`src/rtl/mac8_job_sched.sv`:
```
// mac8_job_sched
//   Round-robin scheduler that lets two requesters share one external
//   8-lane adder tree (registered inputs and output, 2-cycle latency).
//   A job is a stream of 8-element chunks ended by a last flag. Each chunk
//   is sent to the tree, and the per-chunk sums are accumulated into a wide
//   signed accumulator. One tagged result is returned per job.
//
// Ports
//   clk, reset      clock; synchronous active-high reset (also resets the tree)
//   in_valid[1:0]   per-requester chunk valid
//   in_last[1:0]    per-requester last-chunk-of-job flag
//   in_vec0/1       8 x DATA_WIDTH signed chunk of requester 0 / 1
//   in_ready[1:0]   per-requester chunk accept (one-hot or zero)
//   tree_vec        chunk to the tree; zero unless a chunk is accepted
//   tree_result     tree sum, DATA_WIDTH+3 signed
//   out_valid       job result valid, out_ready consumer ready
//   out_sum         job sum (ACC_WIDTH, wraps)
//   out_id          requester that owned the job
//   out_chunks      chunks accepted in the job (saturating)
module mac8_job_sched #(
    parameter int DATA_WIDTH = 8,
    parameter int ACC_WIDTH  = 20,
    parameter int CNT_WIDTH  = 8
) (
    input  logic                             clk,
    input  logic                             reset,
    input  logic [1:0]                       in_valid,
    input  logic [1:0]                       in_last,
    input  logic signed [8*DATA_WIDTH-1:0]   in_vec0,
    input  logic signed [8*DATA_WIDTH-1:0]   in_vec1,
    output logic [1:0]                       in_ready,
    output logic signed [8*DATA_WIDTH-1:0]   tree_vec,
    input  logic signed [DATA_WIDTH+2:0]     tree_result,
    output logic                             out_valid,
    input  logic                             out_ready,
    output logic signed [ACC_WIDTH-1:0]      out_sum,
    output logic                             out_id,
    output logic [CNT_WIDTH-1:0]             out_chunks
);

    typedef enum logic [1:0] {IDLE, STREAM, DRAIN, DONE} state_t;

    state_t                      r_state;
    state_t                      w_state_next;
    logic                        r_grant;
    logic                        r_rr_ptr;
    logic                        r_pv1;
    logic                        r_pv2;
    logic signed [ACC_WIDTH-1:0] r_acc;
    logic [CNT_WIDTH-1:0]        r_cnt;

    logic                        w_accept;
    logic                        w_start;
    logic                        w_grant_next;
    logic                        w_res_hs;
    logic signed [ACC_WIDTH-1:0] w_tree_ext;

    assign w_tree_ext = ACC_WIDTH'(tree_result);

    assign out_sum    = r_acc;
    assign out_id     = r_grant;
    assign out_chunks = r_cnt;

    always_ff @(posedge clk) begin
        if (reset) r_state <= IDLE;
        else       r_state <= w_state_next;
    end

    always_comb begin
        w_state_next = r_state;
        in_ready     = '0;
        tree_vec     = '0;
        out_valid    = 1'b0;
        w_accept     = 1'b0;
        w_start      = 1'b0;
        w_res_hs     = 1'b0;
        w_grant_next = r_grant;
        case (r_state)
            IDLE: begin
                if (|in_valid) begin
                    w_start      = 1'b1;
                    w_grant_next = in_valid[r_rr_ptr] ? r_rr_ptr : ~r_rr_ptr;
                    w_state_next = STREAM;
                end
            end
            STREAM: begin
                in_ready = r_grant ? 2'b10 : 2'b01;
                w_accept = in_valid[r_grant];
                if (w_accept) begin
                    tree_vec = r_grant ? in_vec1 : in_vec0;
                    if (in_last[r_grant]) w_state_next = DRAIN;
                end
            end
            DRAIN: begin
                // Stage 2 is folded into acc at this same edge, so an empty
                // stage 1 means the pipe is empty by the time DONE is entered.
                if (!r_pv1) w_state_next = DONE;
            end
            DONE: begin
                out_valid = 1'b1;
                if (out_ready) begin
                    w_res_hs     = 1'b1;
                    w_state_next = IDLE;
                end
            end
            default: w_state_next = IDLE;
        endcase
    end

    always_ff @(posedge clk) begin
        if (reset) begin
            r_grant  <= 1'b0;
            r_rr_ptr <= 1'b0;
            r_pv1    <= 1'b0;
            r_pv2    <= 1'b0;
            r_acc    <= '0;
            r_cnt    <= '0;
        end else begin
            // Valid tags track the tree's two register stages.
            r_pv1 <= w_accept;
            r_pv2 <= r_pv1;
            if (w_start) begin
                r_grant <= w_grant_next;
                r_acc   <= '0;
                r_cnt   <= '0;
            end else begin
                if (r_pv2) r_acc <= r_acc + w_tree_ext;
                if (w_accept && (r_cnt != '1)) r_cnt <= r_cnt + CNT_WIDTH'(1);
            end
            if (w_res_hs) r_rr_ptr <= ~r_grant;
        end
    end

endmodule

```
`config.mk`:
```
export PLATFORM = sky130hd
export DESIGN_NAME = mac8_job_sched
export DESIGN_NICKNAME = d
export VERILOG_FILES = /design/src/rtl/mac8_job_sched.sv
export SDC_FILE = /design/constraint.sdc
export NUM_CORES = 1
export LEC_CHECK = 0
export CELL_PAD_IN_SITES_DETAIL_PLACEMENT = 0
export CELL_PAD_IN_SITES_GLOBAL_PLACEMENT = 2
export CORE_MARGIN = 4
export CORE_UTILIZATION = 17
export CTS_CLUSTER_SIZE = 10
export DETAILED_ROUTE_END_ITERATION = 16
export PLACE_DENSITY_LB_ADDON = 0.3
export SYNTH_ARGS = -nofsm -noshare
export SYNTH_HDL_FRONTEND = slang
export SYNTH_SLANG_ARGS = --single-unit
```
`constraint.sdc`:
```
create_clock -name clk -period 2.9 [get_ports clk]
set_input_delay 0.58 -clock clk [delete_from_list [all_inputs] [get_ports clk]]
set_output_delay 0.58 -clock clk [all_outputs]
set_load 0.05 [all_outputs]
```
==> results of run 1 <==
==> area by class of cell <==
type | instances | area [um^2] | area share [%]
Clock inverter | 1 | 5.00 | 0.0715
Inverter | 9 | 33.8 | 0.483
Multi-Input combinational cell | 360 | 2500 | 35.7
Timing Repair Buffer | 271 | 3300 | 47.2
Sequential cell | 34 | 684 | 9.78
Tap cell | 260 | 325 | 4.65
Antenna cell | 2 | 5.00 | 0.0715
Clock buffer | 7 | 143 | 2.04
==> power by group through the flow <==
stage                     combinational, W  clock [W]  sequential (W)
final                              0.00250   0.000547        0.000541
after global routing               0.00263   0.000597        0.000548
after CTS                          0.00254   0.000575        0.000544
after detailed placement           0.00253          0        0.000554
after global placement             0.00253          0        0.000552
after floorplan                    0.00126          0        0.000576
==> layer usage <==
layer / vias to the layer above / track usage [%] / part of all wire, %
met5: - / 0 / 0
met4: 0 / 2.73 / 1.1
li1: 2017 / - / -
met2: 158 / 27.7 / 55
met3: 9 / 6.84 / 11
met1: 1838 / 13.4 / 33
==> flip-flops by register name, indices dropped and copies added, names as in the netlist <==
name / count
out_sum: 20
out_chunks: 8
r_state: 2
out_id: 1
r_pv1: 1
r_pv2: 1
r_rr_ptr: 1
==> stage by stage <==
stage / cells / hold WS, ps / cell area, um^2
finish: 944 / 471 / 7000
global route: 942 / 502 / 7000
CTS: 942 / 477 / 7000
detailed placement: 934 / 469 / 6850
global placement: 934 / 468 / 6850
floorplan: 426 / 438 / 3330
==> worst paths after layout <==
path                  to       start  depth (start not counted)  slack, ps
max          in_ready[0]  r_state[1]                          4        280
min                r_pv2       r_pv1                          1        470
max reg2reg  out_sum[18]  out_sum[0]                         10        710
min reg2reg        r_pv2       r_pv1                          1        470
==> logic make-up after synthesis <==
group	Yosys count
xor+xnor	20
compound gates	74
fa+ha+maj	26
mux	78
flops	34
simple gates	162
buf+inv	32
==> cells in the final DEF, fill, tap and decap left out, types with 6 or more instances in the layout <==
cell             Yosys  layout
dfxtp_1             34      33
inv_1                9       9
o21ai_1              9       9
ha_1                25      25
nand2_1             23      22
a21oi_1             19      19
xnor2_1              8       8
buf_4                1      28
xor2_1              12      12
nor3_1               7       7
nand3_1             11      11
o21ai_0              9       9
buf_12               0      66
mux2i_1             77      77
nor2_1             102     102
nand4_1              6       6
clkdlybuf4s50_1      0     177
==> results.toml, run 1 <==
[pwr]
total_power_w = 0.00359
p_clk_share_pct = 15.3
max-vdd-ir-drop_uv = 307
switching_power_w = 0.00162
p_leak_nw = 2.61
powerDensity_mw_per_mm2 = 512
intPower_w = 0.00197
pwr-share-comb_pct = 69.6
power_frac_seq_pct = 15.1
switching_share_pct = 45.0

[synth]
synth_area_per_cell_um2 = 7.81
synth-edff-count = 0
synth_compound_area_share_pct = 15.7
yosys-mux-area-fraction_pct = 23.5
ys_ff_latch = 34
synth_area_leaders = "mux2i_1 (23%), dfxtp_1 (20%), nor2_1 (12%), ha_1 (9.4%), xor2_1 (3.2%)"
synth-adder-area-share_pct = 10.0
yosysTopAreaCell = "mux2i_1"
synth_cell_types = 53
synth_top_area_share_pct = 23.2
synth_top_family_by_area = "multiplexers"
synth_commonest_cells = "nor2_1 (102), mux2i_1 (77), dfxtp_1 (34), ha_1 (25), nand2_1 (23)"
ys_seq_area_share_pct = 20.5
async_flop_share_pct = 0
yosys.area_share.simple_pct = 20.6
netlist_instances = 426
synth_area_mm2 = 0.00333
syn_nets = 598
synthFlopType = "dfxtp_1"
synth_xor_xnor_area_share_pct = 5.26
ys.warnings.count = 0
yosysMostFrequentCell = "nor2_1"

[worst_setup_path]
path_class = "flip-flop to primary output"
cp-end-kind = "primary output"
start_kind = "flip-flop"
max_stage_delay_ps = 850
cp_slowest_cell = "clkdlybuf4s50_1"
crit_fanout = 5
critical_path_buf_inv_count = 2
crit_chain = "inv_1 > ha_1 > nor2b_1 > clkdlybuf4s50_1"
crit_required_ps = 2320
crit_family = "buffers and inverters"
worstPathArrival_ps = 2040

[hold_path]
hold_class = "flip-flop to flip-flop"

[floorplan]
fp.coreArea_mm2 = 0.0190
die-area_mm2 = 0.0219
initial_core_util_pct = 17.6
die_w_um = 148
num_rows = 50
ioPinCount = 242
die_h_um = 148

[routing]
final_antenna_net_count = 0
routedWlPerCell_um = 16.9
vias_per_cell = 4.26
drt_pass1_iterations = 4
drc_errors = 0
drtIter0Drc = 113
vias = 4022
routed_wl_um = 15900

[cts]
clock-sinks = 34
clock_latency_ps = 280
cts-resized-gates = 0
postCtsSetupRepairBufs = 0
htreeDepth = 2
cts_tree = "built"
numCtsBuffers = 5
ctsRootBufferMaster = "clkbuf_16"
clockBufferDepth = 2
holdBufCountCts = 0
path_clk_slew_ps = 60

[sta]
min_period_over_period_pct = 90.4
slew_violations = 0
hold_viol = 0
max-slew-margin-rel_pct = 62.1
fin_tns_setup_ps = 0
finClkSkew_ps = 4.48
worst_pin_slew_ps = 568
setup_violations = 0
rsz0062_at_grt = "no"
final.min_clock_period_ps = 2620
fmax_mhz = 381
fin_ws_ps = 279

[final_layout]
nNetsFinal = 853
nFillCells = 1921
syn2layout_area_growth_pct = 110
fin_util_pct = 36.9
drive_gt1_share_pct = 16.3

[placed_design]
port-buffer-count = 241
place_hpwl_um = 13900
dp_slack_ps = 15.6
gp_congestion = 0.849

[grt]
grt_pass1_vias = 4211
grt_pass1_wl_um = 24000
grt_overflow_total = 0
grt_start_max_net_pins = 35
grt_antenna_before_repair = 1
grt_usage_pct = 14.2

[run_status]
status = "complete, no violations"

[job]
maxCapViolations = 0
Power figures use the tool's default switching activity.
==> run 2, diff against run 1 <==
Settings changed: CORE_UTILIZATION 17 to 19, MAX_ROUTING_LAYER set to met4.
Clock period 2.9 ns to 3.37 ns, I/O delays scaled along.
==> run 2 against run 1 <==
Utilization grew 1.3 points. Final area is 5.8% lower. Register-to-register slack better by 270 ps. Clock-buffer cell count is 1 lower. Die area is 10% lower. Wire length down 5.9%. Sequential share of layout area up 0.60 points. Combinational power shrank 20%. Setup slack improved by 200 ps. Critical path depth is 2 higher. Largest power group unchanged. Critical path type is now input port to primary output. First-iteration DRC count grew 35%.
==> results.toml, run 2 (synthesis gave the netlist of run 1 again) <==
[run_status]
status = "complete, no violations"

[placed_design]
gp_congestion = 0.846
place_hpwl_um = 12700
place_area_mm2 = 0.00643
port-buffer-count = 241

[worst_setup_path]
crit_chain = "clkdlybuf4s50_1 > mux2_1 > nand2_2 > buf_12 > nor2_1 > buf_12"
cp_slowest_cell = "clkdlybuf4s50_1"
cp-end-kind = "primary output"
crit_required_ps = 2700
worstPathArrival_ps = 2220
crit_fanout = 47
max_stage_delay_ps = 500
start_kind = "input port"
path_class = "input port to primary output"
cpMostUsedCell = "buf_12"

[cts]
htreeDepth = 2
holdBufCountCts = 0
path_clk_slew_ps = 60
postCtsSetupRepairBufs = 0
numCtsBuffers = 5
clock-sinks = 34
cts-resized-gates = 0
ctsRootBufferMaster = "clkbuf_16"
clockBufferDepth = 2
cts_tree = "built"
clock_latency_ps = 290

[floorplan]
die_h_um = 140
die_w_um = 140
initial_core_util_pct = 19.3
ioPinCount = 242
num_rows = 48
die-area_mm2 = 0.0197
fp.coreArea_mm2 = 0.0172

[grt]
grt_pass1_vias = 4070
grt_start_max_net_pins = 52
grt_usage_pct = 15.1
grt_pass1_wl_um = 22800
grt_overflow_total = 0
grt_antenna_before_repair = 0

[final_layout]
largest_reg_flops = 20
final_common_cell = "clkdlybuf4s50_1"
nNetsFinal = 830
syn2layout_area_growth_pct = 98.2
nFillCells = 1713
final_area_mm2 = 0.00660
drive_gt1_share_pct = 13.5
diodes = 0
final_cell_mix = "clkdlybuf4s50_1 (177), nor2_1 (102), mux2i_1 (77)"

[sta]
hold_viol = 0
setup_violations = 0
max-slew-margin-rel_pct = 58.9
slew_violations = 0
min_period_over_period_pct = 85.8
worst_pin_slew_ps = 616
rsz0062_at_grt = "no"
finClkSkew_ps = 5.42
fin_tns_setup_ps = 0
final.min_clock_period_ps = 2890
fmax_mhz = 346

[routing]
drc_errors = 0
drtIter0Drc = 152
final_antenna_net_count = 0
vias_per_cell = 4.47
drt_pass1_iterations = 6
routed_wl_um = 15000
vias = 3951
routedWlPerCell_um = 17.0

[hold_path]
hold_class = "flip-flop to flip-flop"

[pwr]
powerDensity_mw_per_mm2 = 454
p_leak_nw = 2.46
total_power_w = 0.00299
max-vdd-ir-drop_uv = 298

[job]
maxCapViolations = 0
==> run 2: final timing paths <==
kind | from | end | slack, ps | depth (start not counted)
hold / removal | r_pv1 | r_pv2 | 470 | 1
hold reg to reg | r_pv1 | r_pv2 | 470 | 1
setup reg to reg | out_sum[0] | out_sum[12] | 980 | 9
setup / recovery | in_valid[0] | tree_vec[37] | 480 | 6
==> run 2: per-layer routing <==
metal / GRT usage, % / vias to the layer above / share of wire, % / wire [um]
li1: - / 1967 / - / -
met1: 15.2 / 1805 / 36 / 5400
met2: 27.9 / 164 / 53 / 7990
met3: 5.26 / 15 / 8.9 / 1340
met4: 3.62 / 0 / 1.8 / 267
met5: - / - / 0 / 0
==> run 2: layout make-up <==
| type | instances | area, um^2 | share of cell area, % |
|---|---|---|---|
| Tap cell | 225 | 282 | 4.27 |
| Multi-Input combinational cell | 360 | 2500 | 37.9 |
| Sequential cell | 34 | 684 | 10.4 |
| Timing Repair Buffer | 248 | 2930 | 44.4 |
| Clock inverter | 2 | 15.0 | 0.228 |
| Clock buffer | 6 | 150 | 2.28 |
| Inverter | 9 | 33.8 | 0.512 |
==> run 2: worst max-delay path: cells and delay by family <==
kind	cells	cell delay, ps
buffers and inverters	3	890
muxes	1	380
and+or+nand+nor	2	240
==> run 2: stage by stage <==
| stage | utilization [%] | instances | hold WS, ps | worst slack (ps) |
|---|---|---|---|---|
| global placement | 37.3 | 876 | 460 | 244 |
| CTS | 38.3 | 884 | 467 | 463 |
| finish | 38.3 | 884 | 465 | 479 |
| floorplan | - | 426 | 438 | 405 |
| global route | 38.3 | 884 | 483 | 385 |
| detailed placement | 37.3 | 876 | 456 | 233 |
==> run 2: power breakdown <==
group | switching, W | total (W) | leakage, nW | internal (W)
Sequential | 0.0000439 | 0.000474 | 0.275 | 0.000430
Combinational | 0.00114 | 0.00200 | 2.11 | 0.000858
Clock | 0.000200 | 0.000519 | 0.0742 | 0.000319
==> run 3, diff against run 2 <==
--- a/constraint.sdc
+++ b/constraint.sdc
@@ -3,2 +3,2 @@
 set_output_delay 0.674 -clock clk [all_outputs]
-set_load 0.05 [all_outputs]
+set_load 0.1 [all_outputs]
==> run 3 against run 2 <==
Clock skew down 1.2 ps. First-iteration DRC count fell by 24%. Cell count rose by 0.23%. Worst hold slack improved by 15 ps. Sequential power fell by 4%. Maximum frequency down 4.9%. Critical path type unchanged.
==> results.toml, run 3 (synthesis gave the netlist of run 1 again) <==
[job]
maxCapViolations = 0

[pwr]
max-vdd-ir-drop_uv = 275
p_leak_nw = 2.59
p_clk_share_pct = 13.5
intPower_w = 0.00177
power_frac_seq_pct = 11.9
switching_share_pct = 53.7
powerDensity_mw_per_mm2 = 554
pwr-share-comb_pct = 74.7
switching_power_w = 0.00206
total_power_w = 0.00384

[final_layout]
nFillCells = 1677
nNetsFinal = 832
syn2layout_area_growth_pct = 108
final_cell_mix = "clkdlybuf4s50_1 (145), mux2i_1 (77), buf_12 (68)"
final_common_cell = "clkdlybuf4s50_1"
regArea_um2 = 684
largest_reg_flops = 20
drive_gt1_share_pct = 27.4
diodes = 0
multi_input_area_mm2 = 0.00267
final_cells = 886

[cts]
numCtsBuffers = 5
holdBufCountCts = 0
clock_latency_ps = 280
ctsRootBufferMaster = "clkbuf_16"
cts-resized-gates = 0
clock-sinks = 34
path_clk_slew_ps = 60
clockBufferDepth = 2
cts_tree = "built"
htreeDepth = 2
postCtsSetupRepairBufs = 0

[sta]
min_period_over_period_pct = 90.2
hold_viol = 0
fin_tns_setup_ps = 0
setup_violations = 0
fmax_mhz = 329
slew_violations = 0
rsz0062_at_grt = "no"
max-slew-margin-rel_pct = 54.9
finClkSkew_ps = 4.26
final.min_clock_period_ps = 3040
worst_pin_slew_ps = 676

[routing]
drt_pass1_iterations = 4
final_antenna_net_count = 0
vias_per_cell = 4.39
drtIter0Drc = 115
drc_errors = 0
routedWlPerCell_um = 16.8
routed_wl_um = 14900
vias = 3893

[run_status]
status = "complete, no violations"

[floorplan]
initial_core_util_pct = 19.3
die-area_mm2 = 0.0197
num_rows = 48
die_h_um = 140
ioPinCount = 242
die_w_um = 140
fp.coreArea_mm2 = 0.0172

[placed_design]
gp_congestion = 0.875
placed_cells = 878
place_hpwl_um = 12900
port-buffer-count = 241

[worst_setup_path]
crit_required_ps = 2700
crit_fanout = 19
worstPathArrival_ps = 2360
r2r_cells = 9
reg2reg_slack_ps = 1120
reg2reg_from = "out_sum[0]"
start_kind = "input port"
reg2reg_to = "out_sum[12]"
cp-end-kind = "primary output"
path_class = "input port to primary output"

[grt]
grt_pass1_vias = 3984
grt_overflow_total = 0
grt_start_max_net_pins = 72
grt_pass1_wl_um = 22500
grt_antenna_before_repair = 0
grt_usage_pct = 14.9

[hold_path]
whs_endpoint = "r_pv2"
worstHoldPathCells = 1
hp-start = "r_pv1"
hold_class = "flip-flop to flip-flop"
-- run 3: worst max-delay path, cell delays in order --
cell,delay (ps)
clkdlybuf4s50_1,570
mux2_1,250
nand2_4,200
buf_12,230
nor2_1,210
buf_12,210
-- run 3: layer usage --
| metal | track usage [%] | wire length, um | vias up |
|---|---|---|---|
| li1 | - | - | 1967 |
| met1 | 15.4 | 5440 | 1767 |
| met2 | 27.2 | 7980 | 148 |
| met3 | 5.39 | 1330 | 11 |
| met4 | 2.65 | 176 | 0 |
| met5 | - | 0 | - |
-- run 3: how the worst max path moves through the flow --
stage | from | endpoint | slack, ps | depth (start not counted)
after CTS | in_valid[0] | tree_vec[2] | 320 | 6
after global routing | in_valid[0] | tree_vec[1] | 230 | 6
after global placement | tree_result[10] | out_sum[19] | 320 | 10
final | in_valid[0] | tree_vec[2] | 330 | 6
after floorplan | out_id | tree_vec[54] | -450 | 5
after detailed placement | tree_result[10] | out_sum[19] | 320 | 10
-- run 3: stage by stage --
stage / util [%] / setup slack (ps) / hold WS (ps) / cell area (um^2)
after floorplan: - / -446 / 438 / 3490
after global placement: 39.2 / 321 / 475 / 6760
after detailed placement: 39.2 / 321 / 479 / 6760
after CTS: 40.2 / 324 / 487 / 6920
after global routing: 40.2 / 227 / 501 / 6920
final: 40.2 / 331 / 480 / 6920
-- run 3: layout make-up --
| type | instances | area share [%] |
|---|---|---|
| clock buffer | 8 | 2.40 |
| inverter | 9 | 0.488 |
| multi-input combinational | 360 | 38.5 |
| sequential | 34 | 9.89 |
| tap | 225 | 4.07 |
| timing repair buffer | 250 | 44.6 |
-- run 3: power groups by stage --
stage | clock (W) | combinational (W) | sequential [W]
after floorplan | 0 | 0.00174 | 0.000538
after global placement | 0 | 0.00288 | 0.000463
after detailed placement | 0 | 0.00290 | 0.000465
after CTS | 0.000538 | 0.00290 | 0.000455
after global routing | 0.000559 | 0.00297 | 0.000458
final | 0.000517 | 0.00286 | 0.000455
